[src/rtl/muldiv_ctrl.sv]
// muldiv_ctrl: sequences the shared iterative mult/div engines and owns the architectural HI/LO registers.
// Defining MULDIV_ABORT_EN lets abort_i cancel a running op with a one-cycle *_stop pulse.
module muldiv_ctrl #(
    parameter int W        = 32,
    parameter int DIV_LAT  = 34,
    parameter int MULT_LAT = 33
) (
    input  logic         clk_i,
    input  logic         rst_i,
    input  logic         start_i,
    input  logic         op_i,
    input  logic [W-1:0] a_i,
    input  logic [W-1:0] b_i,
    input  logic         wr_hi_i,
    input  logic         wr_lo_i,
    input  logic [W-1:0] wr_data_i,
    input  logic         abort_i,
    output logic [W-1:0] eng_a_o,
    output logic [W-1:0] eng_b_o,
    output logic         div_init_o,
    output logic         div_stop_o,
    input  logic [W-1:0] div_hi_i,
    input  logic [W-1:0] div_lo_i,
    output logic         mult_init_o,
    output logic         mult_stop_o,
    input  logic [W-1:0] mult_hi_i,
    input  logic [W-1:0] mult_lo_i,
    output logic [W-1:0] hi_o,
    output logic [W-1:0] lo_o,
    output logic         busy_o,
    output logic         done_o,
    output logic         divzero_exc_o
);
    localparam int MAX_LAT = DIV_LAT > MULT_LAT ? DIV_LAT : MULT_LAT;
    localparam int CW      = $clog2(MAX_LAT + 1);

    typedef enum logic [1:0] {IDLE, RUN, WB, EXC} state_t;

    state_t        state_q;
    logic [CW-1:0] cnt_q;
    logic          op_q;
    logic [W-1:0]  eng_a_q, eng_b_q, hi_q, lo_q;
    logic          div_init_q, mult_init_q, busy_q, done_q, exc_q;
`ifdef MULDIV_ABORT_EN
    logic          div_stop_q, mult_stop_q;
`endif

    always_ff @(posedge clk_i) begin
        if (!rst_i) begin
            state_q     <= IDLE;
            cnt_q       <= '0;
            op_q        <= 1'b0;
            eng_a_q     <= '0;
            eng_b_q     <= '0;
            hi_q        <= '0;
            lo_q        <= '0;
            div_init_q  <= 1'b0;
            mult_init_q <= 1'b0;
            busy_q      <= 1'b0;
            done_q      <= 1'b0;
            exc_q       <= 1'b0;
`ifdef MULDIV_ABORT_EN
            div_stop_q  <= 1'b0;
            mult_stop_q <= 1'b0;
`endif
        end else begin
            div_init_q  <= 1'b0;
            mult_init_q <= 1'b0;
            done_q      <= 1'b0;
            exc_q       <= 1'b0;
`ifdef MULDIV_ABORT_EN
            div_stop_q  <= 1'b0;
            mult_stop_q <= 1'b0;
`endif
            case (state_q)
                IDLE: begin
                    if (wr_hi_i) hi_q <= wr_data_i;
                    if (wr_lo_i) lo_q <= wr_data_i;
                    if (start_i) begin
                        eng_a_q <= a_i;
                        eng_b_q <= b_i;
                        op_q    <= op_i;
                        busy_q  <= 1'b1;
                        // divide by zero never starts the divider
                        if (op_i && b_i == '0) begin
                            state_q <= EXC;
                            exc_q   <= 1'b1;
                            done_q  <= 1'b1;
                        end else begin
                            state_q     <= RUN;
                            cnt_q       <= op_i ? CW'(DIV_LAT) : CW'(MULT_LAT);
                            div_init_q  <= op_i;
                            mult_init_q <= !op_i;
                        end
                    end
                end
                RUN: begin
`ifdef MULDIV_ABORT_EN
                    if (abort_i) begin
                        state_q     <= IDLE;
                        busy_q      <= 1'b0;
                        cnt_q       <= '0;
                        div_stop_q  <= op_q;
                        mult_stop_q <= !op_q;
                    end else
`endif
                    if (cnt_q == '0) begin
                        hi_q    <= op_q ? div_hi_i : mult_hi_i;
                        lo_q    <= op_q ? div_lo_i : mult_lo_i;
                        done_q  <= 1'b1;
                        state_q <= WB;
                    end else begin
                        cnt_q <= cnt_q - CW'(1);
                    end
                end
                WB, EXC: begin
                    state_q <= IDLE;
                    busy_q  <= 1'b0;
                end
                default: state_q <= IDLE;
            endcase
        end
    end

`ifdef MULDIV_ABORT_EN
    assign div_stop_o  = div_stop_q;
    assign mult_stop_o = mult_stop_q;
`else
    logic unused_abort;
    assign unused_abort = abort_i;
    assign div_stop_o   = 1'b0;
    assign mult_stop_o  = 1'b0;
`endif

    assign eng_a_o       = eng_a_q;
    assign eng_b_o       = eng_b_q;
    assign div_init_o    = div_init_q;
    assign mult_init_o   = mult_init_q;
    assign hi_o          = hi_q;
    assign lo_o          = lo_q;
    assign busy_o        = busy_q;
    assign done_o        = done_q;
    assign divzero_exc_o = exc_q;
endmodule

[config.mk]
export PLATFORM = sky130hd
export DESIGN_NAME = muldiv_ctrl
export DESIGN_NICKNAME = d
export VERILOG_FILES = /design/src/rtl/muldiv_ctrl.sv
export SDC_FILE = /design/constraint.sdc
export NUM_CORES = 1
export LEC_CHECK = 0
export ABC_AREA = 1
export CORE_AREA = 2 2 144 146
export DETAILED_ROUTE_END_ITERATION = 10
export DIE_AREA = 0 0 146 148
export HOLD_SLACK_MARGIN = 0.03
export PLACE_DENSITY = 0.69
export SLEW_MARGIN = 20
export SYNTH_ARGS = -nofsm -noshare
export SYNTH_HDL_FRONTEND = slang
export SYNTH_SLANG_ARGS = --single-unit
[constraint.sdc]
create_clock -name clk_i -period 1.8 [get_ports clk_i]
set_input_delay 0.45 -clock clk_i [delete_from_list [all_inputs] [get_ports clk_i]]
set_output_delay 0.45 -clock clk_i [all_outputs]
set_load 0.02 [all_outputs]
==> results of run 1 <==
==> path summary, 6_finish.rpt <==
path,from,end,slack (ns),cells after the start
setup / recovery,state_q[1]$_SDFFE_PN0P_,hi_o[4]$_SDFFE_PN0P_,0.17,8
hold / removal,rst_i,cnt_q[0]$_SDFFE_PN0P_,0.37,3
setup reg to reg,state_q[1]$_SDFFE_PN0P_,hi_o[4]$_SDFFE_PN0P_,0.17,8
hold reg to reg,hi_o[28]$_SDFFE_PN0P_,hi_o[28]$_SDFFE_PN0P_,0.44,2
==> final cells by class <==
cell class                      instances  area, µm²
Inverter                               49        193
Multi-Input combinational cell        655       3040
Sequential cell                       142       2840
Timing Repair Buffer                  403       3880
Timing Repair inverter                  1       7.51
Clock inverter                         15        169
Fill cell                            2036       9140
Tap cell                              270        338
Antenna cell                            2       5.00
Clock buffer                           17        425
==> metrics by stage <==
stage / std cells / power (W) / setup TNS [ns] / setup WS [ns]
after floorplan: 914 / 0.00581 / 0 / 0.357
after global placement: 1519 / 0.00767 / -1.28 / -0.179
after detailed placement: 1519 / 0.00770 / -1.92 / -0.205
after CTS: 1551 / 0.0110 / 0 / 0.0934
after global routing: 1553 / 0.0115 / 0 / 0.0218
final: 1554 / 0.0109 / 0 / 0.171
==> cells in the final DEF, fill, tap and decap left out, types with 32 or more instances in the layout <==
master / synthesis / routed
a21oi_1: 56 / 56
buf_4: 10 / 32
clkdlybuf4s50_1: 0 / 228
dfxtp_1: 142 / 141
dlygate4sd2_1: 0 / 133
inv_1: 45 / 44
nand2_1: 64 / 63
nor2_1: 242 / 242
o21ai_0: 158 / 158
o21ai_1: 82 / 82
==> routing by layer <==
| metal | up-vias | track usage (%) | wire length, µm | share of wire, % |
|---|---|---|---|---|
| li1 | 3717 | - | - | - |
| met1 | 3389 | 28.4 | 10700 | 43 |
| met2 | 244 | 39.0 | 12100 | 48 |
| met3 | 38 | 5.09 | 1610 | 6.4 |
| met4 | 0 | 8.59 | 659 | 2.6 |
| met5 | - | 0 | 0 | 0 |
==> logic make-up after synthesis <==
family                   Yosys count  synth area share [%]
AO/OA/AOI/OAI                    325                  26.7
AND/OR/NAND/NOR                  325                  19.7
flip-flops                       142                  44.2
buffers and inverters            117                  8.79
adder cells (fa/ha/maj)            2                 0.389
XOR/XNOR                           1                 0.136
other                              1                0.0583
==> state kept, by name, summed over array words and instances, names as in the netlist <==
| name | flops |
|---|---|
| busy_o | 1 |
| div_init_o | 1 |
| mult_init_o | 1 |
| done_o | 1 |
| state_q | 2 |
| eng_b_o | 32 |
| cnt_q | 6 |
| hi_o | 32 |
| op_q | 1 |
| lo_o | 32 |
| eng_a_o | 32 |
| divzero_exc_o | 1 |
==> power by group <==
group          total [W]  switching (W)  internal (W)
Clock            0.00357        0.00158       0.00198
Sequential       0.00381       0.000215       0.00360
Combinational    0.00353        0.00204       0.00150
==> worst max-delay path: stages (launching register included) <==
cell and delay, ns:
dfxtp_1 0.36, inv_2 0.07, nand2_2 0.10, clkinv_4 0.21, nand2_2 0.19, o211ai_4 0.11
buf_4 0.20, o21ai_1 0.21, a21oi_1 0.06
==> repair_timing <==
item,CTS,global route
gates cloned,0,1
setup endpoints to repair,151,13
gates resized for setup,135,3
==> impl_metrics.yaml, run 1 <==
status:
  status: "finished, final reports clean"
synthesis:
  yosys_warnings: 0
  synthFlopType: "dfxtp_1"
  synth.most_common_cell: "nor2_1"
  yosys.area.top_type_share_pct: 44.2
  syn_inst: 913
  async_flop_share_pct: 0
  ys_seq_area_share_pct: 44.2
  synth_area_leaders: "dfxtp_1, nor2_1, o21ai_0, o21ai_1, a21oi_1"
  synth_area_leader_cell: "dfxtp_1"
  synth.distinct_cells: 30
  synth_edf_count: 0
  ys_ff_latch: 142
  synth_commonest_cells: "nor2_1, o21ai_0, dfxtp_1"
  syn_avg_cell_area_um2: 7.05
  syn_area_um2: 6430
grt:
  grt_overflow: 0
  grt_usage_pct: 22.9
  antenna_found_initial: 2
  grt_max_degree: 69
  grt_pass1_wl_um: 39000
  grt_pass1_vias: 7162
drt:
  vias: 7388
  drc_errors: 0
  drt-vias-per-instance: 4.75
  wire_per_inst_um: 16.1
  routed_wl_um: 25000
  ant_nets: 0
  drtIter0Drc: 475
  drt_first_pass_iters: 4
floorplanning:
  ioPinCount: 366
  chipWidth_um: 146
  die_area_um2: 21600
  start_util_pct: 32.1
  coreArea_um2: 20000
  fp.dieH_um: 148
  num_rows: 52
clock_network:
  clock_path_buffers: 2
  cts_made_buffers: 17
  hold_buffers: 0
  clk_pin_slew_ns: 0.07
  insertion_delay_ns: 0.42
  cts_htree_levels: 4
  cts-root-buf: "clkbuf_16"
  tritoncts: "done"
  clock-sinks: 142
  postCtsSetupBuffers: 0
timing:
  grt_setup_unrepaired: "no"
  clock_skew_ns: 0.00820
  hold_ws_ns: 0.366
  period_minus_slack_ns: 1.63
  setup-violations-final: 0
  hold_viol: 0
  period_share_pct: 90.5
  fmax_ghz: 0.614
  slew_viol_final: 0
placed_design:
  dpl.hpwl_um: 18700
  dpl-instance-area_um2: 10400
  numPortBuffers: 362
  gp_congestion: 0.927
pwr:
  powerDensity_nw_per_um2: 1000
  vdd_drop_max_mv: 0.667
  p_leak_nw: 4.79
job:
  max_cap_violations: 0
critical_path:
  path_max_fanout: 27
  critPathRequiredTime_ns: 2.11
  cp-start-kind: "flip-flop"
  critPathCaptureType: "flip-flop"
  crit_type: "reg2reg"
  arrival_ns: 1.94
min_path:
  min_path_type: "in2reg"
cells_and_area:
  fin_area_um2: 10900
  nets: 1502
  final_util_pct: 54.4
  drive_gt1_share_pct: 7.72
  syn_to_final_growth_pct: 69.4
No activity file was read; power rests on OpenSTA's default activity.
==> run 2: changes to the inputs <==
==> constraint.sdc (replaced) <==
create_clock -name clk_i -period 1.7 [get_ports clk_i]
set_input_delay 0.425 -clock clk_i [delete_from_list [all_inputs] [get_ports clk_i]]
set_output_delay 0.425 -clock clk_i [all_outputs]
set_load 0.02 [all_outputs]
==> run 2 against run 1 <==
Effect of this change: routed wire length is 0.85% higher; die area did not move; largest cell class unchanged; critical path depth rose by 1; non-clock buffer count down 2; flip-flop and latch count unchanged; sequential power rose by 5.8%; first-iteration DRC count down 20%; critical endpoint is now hi_o[0]$_SDFFE_PN0P_; largest power group unchanged; clock skew increased by 0.0024 ns; worst setup slack got worse by 0.067 ns; maximum frequency rose by 2.1%.
==> impl_metrics.yaml, run 2 (synthesis results as in run 1) <==
cells_and_area:
  syn_to_final_growth_pct: 69.2
  final_util_pct: 54.3
  nets: 1499
  layout_common_cells: "nor2_1, clkdlybuf4s50_1, o21ai_0"
  final_common_cell: "nor2_1"
  drive_gt1_share_pct: 7.58
  instances_no_fill: 1551
drt:
  drc_errors: 0
  route.top_layer_used: "met4"
  wl_met2_um: 12100
  wire_per_inst_um: 16.3
  wl_met3_um: 1770
  drt_first_pass_iters: 5
  ant_nets: 0
  drtIter0Drc: 382
  drt-met1-wl_um: 10500
  vias: 7386
  routed_wl_um: 25300
  drt-vias-per-instance: 4.76
placed_design:
  dpl.hpwl_um: 18800
  gp_congestion: 0.917
  dp.cells: 1516
  numPortBuffers: 362
critical_path:
  startpoint: "state_q[1]$_SDFFE_PN0P_"
  r2r_end: "hi_o[0]$_SDFFE_PN0P_"
  crit_chain: "inv_2 > nand2_2 > clkinv_2 > buf_6 > nand2_2 > o211ai_4 > buf_4 > o21ai_0 > a21oi_1"
  cp_slowest_cell: "dfxtp_2"
  critPathRequiredTime_ns: 2.05
  critPathCaptureType: "flip-flop"
  crit_family: "buffers and inverters"
  cp-endpoint: "hi_o[0]$_SDFFE_PN0P_"
  cp_slowest_stage_delay_ns: 0.33
  path_common_cell: "nand2_2"
  cp-start-kind: "flip-flop"
  cp.depth: 9
  arrival_ns: 1.95
  crit_type: "reg2reg"
  reg2regPathDepth: 9
  r2r_slack_ns: 0.10
  cp.buffers_inverters: 4
  r2r_start: "state_q[1]$_SDFFE_PN0P_"
  path_max_fanout: 16
timing:
  setup-tns-final_ns: 0
  period_share_pct: 93.9
  fmax_ghz: 0.627
  hold_viol: 0
  clock_skew_ns: 0.0106
  grt_setup_unrepaired: "yes"
  period_minus_slack_ns: 1.60
  setup-violations-final: 0
  slew_viol_final: 0
floorplanning:
  fp.dieH_um: 148
  num_rows: 52
  start_util_pct: 32.1
  die_area_um2: 21600
  chipWidth_um: 146
  ioPinCount: 366
  coreArea_um2: 20000
pwr:
  vdd_drop_max_mv: 0.676
  seq_power_share_pct: 35.1
  clock_power_share_pct: 32.0
  swShare_pct: 34.8
  powerDensity_nw_per_um2: 1050
  combPwrFrac_pct: 32.9
  power.switching_w: 0.00400
  p_leak_nw: 4.79
  internal-power_w: 0.00748
grt:
  grt_pass1_wl_um: 39700
  grt_pass1_vias: 7307
  grt_usage_pct: 23.4
  grt_overflow: 0
  grt_max_degree: 69
  antenna_found_initial: 2
job:
  max_cap_violations: 0
clock_network:
  clock_path_buffers: 2
  postCtsSetupBuffers: 0
  clk_pin_slew_ns: 0.07
  insertion_delay_ns: 0.42
  hold_buffers: 0
  cts_htree_levels: 4
  clock-sinks: 142
  cts-root-buf: "clkbuf_16"
  cts_made_buffers: 17
  tritoncts: "done"
min_path:
  min_path_type: "in2reg"
status:
  status: "finished, final reports clean"
## run 2: changes by cell type in the layout (fill, tap and decap cells not counted), sizes merged
cell,delta
clkbuf,+1
inv,-2
clkinv,+2
clkinvlp,-1
buf,-3
## run 2: what timing repair did
| action | in CTS | in global routing |
|---|---|---|
| resized for setup | 133 | 9 |
| endpoints found under the hold margin | 0 | 0 |
| cloned | 0 | 1 |
| endpoints found under the setup margin | 133 | 32 |
## run 2: tightest hold or removal path, cell delays in order
cell and delay [ns]:
buf_4 0.18, nand2_1 0.08, nor2_1 0.03
## run 2: power by group through the flow
stage               Clock, W  Combinational, W  Sequential [W]
detailed placement         0           0.00404         0.00412
floorplan                  0           0.00150         0.00466
CTS                  0.00375           0.00375         0.00403
finish               0.00367           0.00377         0.00403
global placement           0           0.00401         0.00410
global route         0.00392           0.00413         0.00409
## run 2: worst min-delay path by stage
| stage | from | to | slack, ns | cells past startpoint |
|---|---|---|---|---|
| floorplan | cnt_q[1]$_SDFFE_PN0P_ | cnt_q[1]$_SDFFE_PN0P_ | 0.46 | 2 |
| detailed placement | hi_o[3]$_SDFFE_PN0P_ | hi_o[3]$_SDFFE_PN0P_ | 0.43 | 2 |
| CTS | rst_i | cnt_q[0]$_SDFFE_PN0P_ | 0.33 | 3 |
| global route | rst_i | cnt_q[0]$_SDFFE_PN0P_ | 0.33 | 3 |
| finish | rst_i | cnt_q[0]$_SDFFE_PN0P_ | 0.35 | 3 |
| global placement | hi_o[2]$_SDFFE_PN0P_ | hi_o[2]$_SDFFE_PN0P_ | 0.43 | 2 |
## run 2: area by class of cell
class	instances	area, µm²
tap	270	338
antenna	2	5.00
fill	2011	9150
timing repair buffer	401	3900
clock buffer	17	425
clock inverter	15	153
sequential	142	2850
multi-input combinational	655	3040
inverter	49	185
## run 2: layer usage
layer  track usage [%]  up-vias
met2              39.4      270
met4              8.93        0
li1                  -     3711
met1              28.1     3357
met5                 0        -
met3              7.13       48
## run 2: through the flow
| step | hold WS (ns) | instance area, µm² | total power (W) | worst slack, ns |
|---|---|---|---|---|
| 2_1_floorplan | 0.464 | 6440 | 0.00616 | 0.282 |
| 3_3_place_gp | 0.430 | 10400 | 0.00812 | -0.290 |
| 3_5_place_dp | 0.435 | 10400 | 0.00815 | -0.301 |
| 4_1_cts | 0.327 | 10800 | 0.0115 | 0.0320 |
| 5_1_grt | 0.334 | 10900 | 0.0121 | -0.00923 |
| 6_report | 0.348 | 10900 | 0.0115 | 0.104 |
==> run 3: changes to the inputs <==
==> constraint.sdc (replaced) <==
create_clock -name clk_i -period 1.7 [get_ports clk_i]
set_input_delay 0.51 -clock clk_i [delete_from_list [all_inputs] [get_ports clk_i]]
set_output_delay 0.51 -clock clk_i [all_outputs]
set_load 0.02 [all_outputs]
==> run 3 against run 2 <==
Effect of this change: critical path depth decreased by 8; worst setup slack worse by 0.050 ns; global-route usage fell by 0.58 points; critical endpoint is now eng_a_o[31].
==> impl_metrics.yaml, run 3 (synthesis results as in run 1) <==
status:
  status: "finished, final reports clean"
grt:
  grt_usage_pct: 22.8
  grt_pass1_vias: 7055
  antenna_found_initial: 2
  grt_max_degree: 72
  grt_overflow: 0
  grt_pass1_wl_um: 38500
timing:
  grt_setup_unrepaired: "yes"
  hold_viol: 0
  clock_skew_ns: 0.0102
  slew_viol_final: 0
  setup-tns-final_ns: 0
  fmax_ghz: 0.608
  setup-violations-final: 0
  finalWorstSetupSlack_ns: 0.0542
  period_share_pct: 96.8
  period_minus_slack_ns: 1.65
critical_path:
  cp_slowest_cell: "dlygate4sd2_1"
  reg2regPathDepth: 9
  crit_type: "reg2out"
  critPathRequiredTime_ns: 1.19
  r2r_start: "cnt_q[0]$_SDFFE_PN0P_"
  crit_chain: "dlygate4sd2_1"
  r2r_end: "hi_o[14]$_SDFFE_PN0P_"
  arrival_ns: 1.14
  startpoint: "eng_a_o[31]$_SDFFE_PN0P_"
  r2r_slack_ns: 0.10
  cp.buffers_inverters: 1
  cp-start-kind: "flip-flop"
  path_max_fanout: 2
  cp_slowest_stage_delay_ns: 0.39
  critPathCaptureType: "primary output"
  crit_family: "buffers and inverters"
drt:
  drc_errors: 0
  routed_wl_um: 25600
  wire_per_inst_um: 16.4
  ant_nets: 0
  drtIter0Drc: 482
  drt_first_pass_iters: 5
  vias: 7448
  drt-vias-per-instance: 4.76
cells_and_area:
  ff_latch_area_um2: 2850
  multiInputGateArea_um2: 3050
  drive_gt1_share_pct: 9.20
  syn_to_final_growth_pct: 73.0
  nFillCells: 1984
  layout_common_cells: "nor2_1, clkdlybuf4s50_1, o21ai_0"
  final_common_cell: "nor2_1"
  nets: 1513
pwr:
  vdd_drop_max_mv: 0.605
  p_leak_nw: 5.01
  report.power.total_w: 0.0118
  powerDensity_nw_per_um2: 1060
floorplanning:
  coreArea_um2: 20000
  fp.dieH_um: 148
  chipWidth_um: 146
  ioPinCount: 366
  die_area_um2: 21600
  num_rows: 52
  start_util_pct: 32.1
job:
  max_cap_violations: 0
clock_network:
  clock_path_buffers: 2
  cts_made_buffers: 17
  hold_buffers: 0
  cts-root-buf: "clkbuf_16"
  clock-sinks: 142
  cts_htree_levels: 4
  tritoncts: "done"
  clk_pin_slew_ns: 0.07
  insertion_delay_ns: 0.43
placed_design:
  dpl.hpwl_um: 19000
  numPortBuffers: 362
  gp_congestion: 0.930
  post-place-ws_ns: -0.380
min_path:
  min_path_type: "in2reg"
  hold_end: "eng_b_o[19]$_SDFFE_PN0P_"
  hold_path.startpoint: "b_i[19]"
  hold_depth: 3
[run 3: cell type report]
cell class	instances	share of cell area (%)
Antenna cell	1	0.0225
Clock buffer	17	3.82
Clock inverter	15	1.52
Inverter	49	1.69
Multi-Input combinational cell	655	27.4
Sequential cell	142	25.6
Tap cell	270	3.03
Timing Repair Buffer	415	36.9
[run 3: worst max-delay path by stage]
stage	end	slack, ns	cells past startpoint
2_1_floorplan	cnt_q[0]$_SDFFE_PN0P_	0.20	9
3_3_place_gp	cnt_q[0]$_SDFFE_PN0P_	-0.38	11
3_5_place_dp	cnt_q[0]$_SDFFE_PN0P_	-0.38	11
4_1_cts	lo_o[31]$_SDFFE_PN0P_	0.006	9
5_1_grt	lo_o[18]$_SDFFE_PN0P_	-0.01	8
6_report	eng_a_o[31]	0.05	1
[run 3: stage by stage]
step / utilization (%) / hold slack, ns / area (µm²) / instances
2_1_floorplan: - / 0.464 / 6440 / 914
3_3_place_gp: 52.7 / 0.430 / 10600 / 1527
3_5_place_dp: 52.7 / 0.434 / 10600 / 1527
4_1_cts: 54.8 / 0.413 / 11000 / 1559
5_1_grt: 55.5 / 0.392 / 11100 / 1563
6_report: 55.6 / 0.372 / 11100 / 1564
[run 3: timing repair]
item                       4_1_cts  5_1_grt
cloned                           0        2
setup endpoints to repair      133       31
setup buffers                    0        2
resized for setup              133       31
pin swaps                        0       24
[run 3: layer usage]
metal	vias up	wire length, µm	GRT usage, %
li1	3740	-	-
met1	3363	10900	27.8
met2	282	12100	37.6
met3	63	1730	6.60
met4	0	894	10.0
met5	-	0	0
[run 3: report_power, final]
group	leakage (nW)	internal (W)	switching, W
registers	1.18	0.00381	0.000226
logic	3.54	0.00174	0.00221
clock network	0.290	0.00210	0.00167
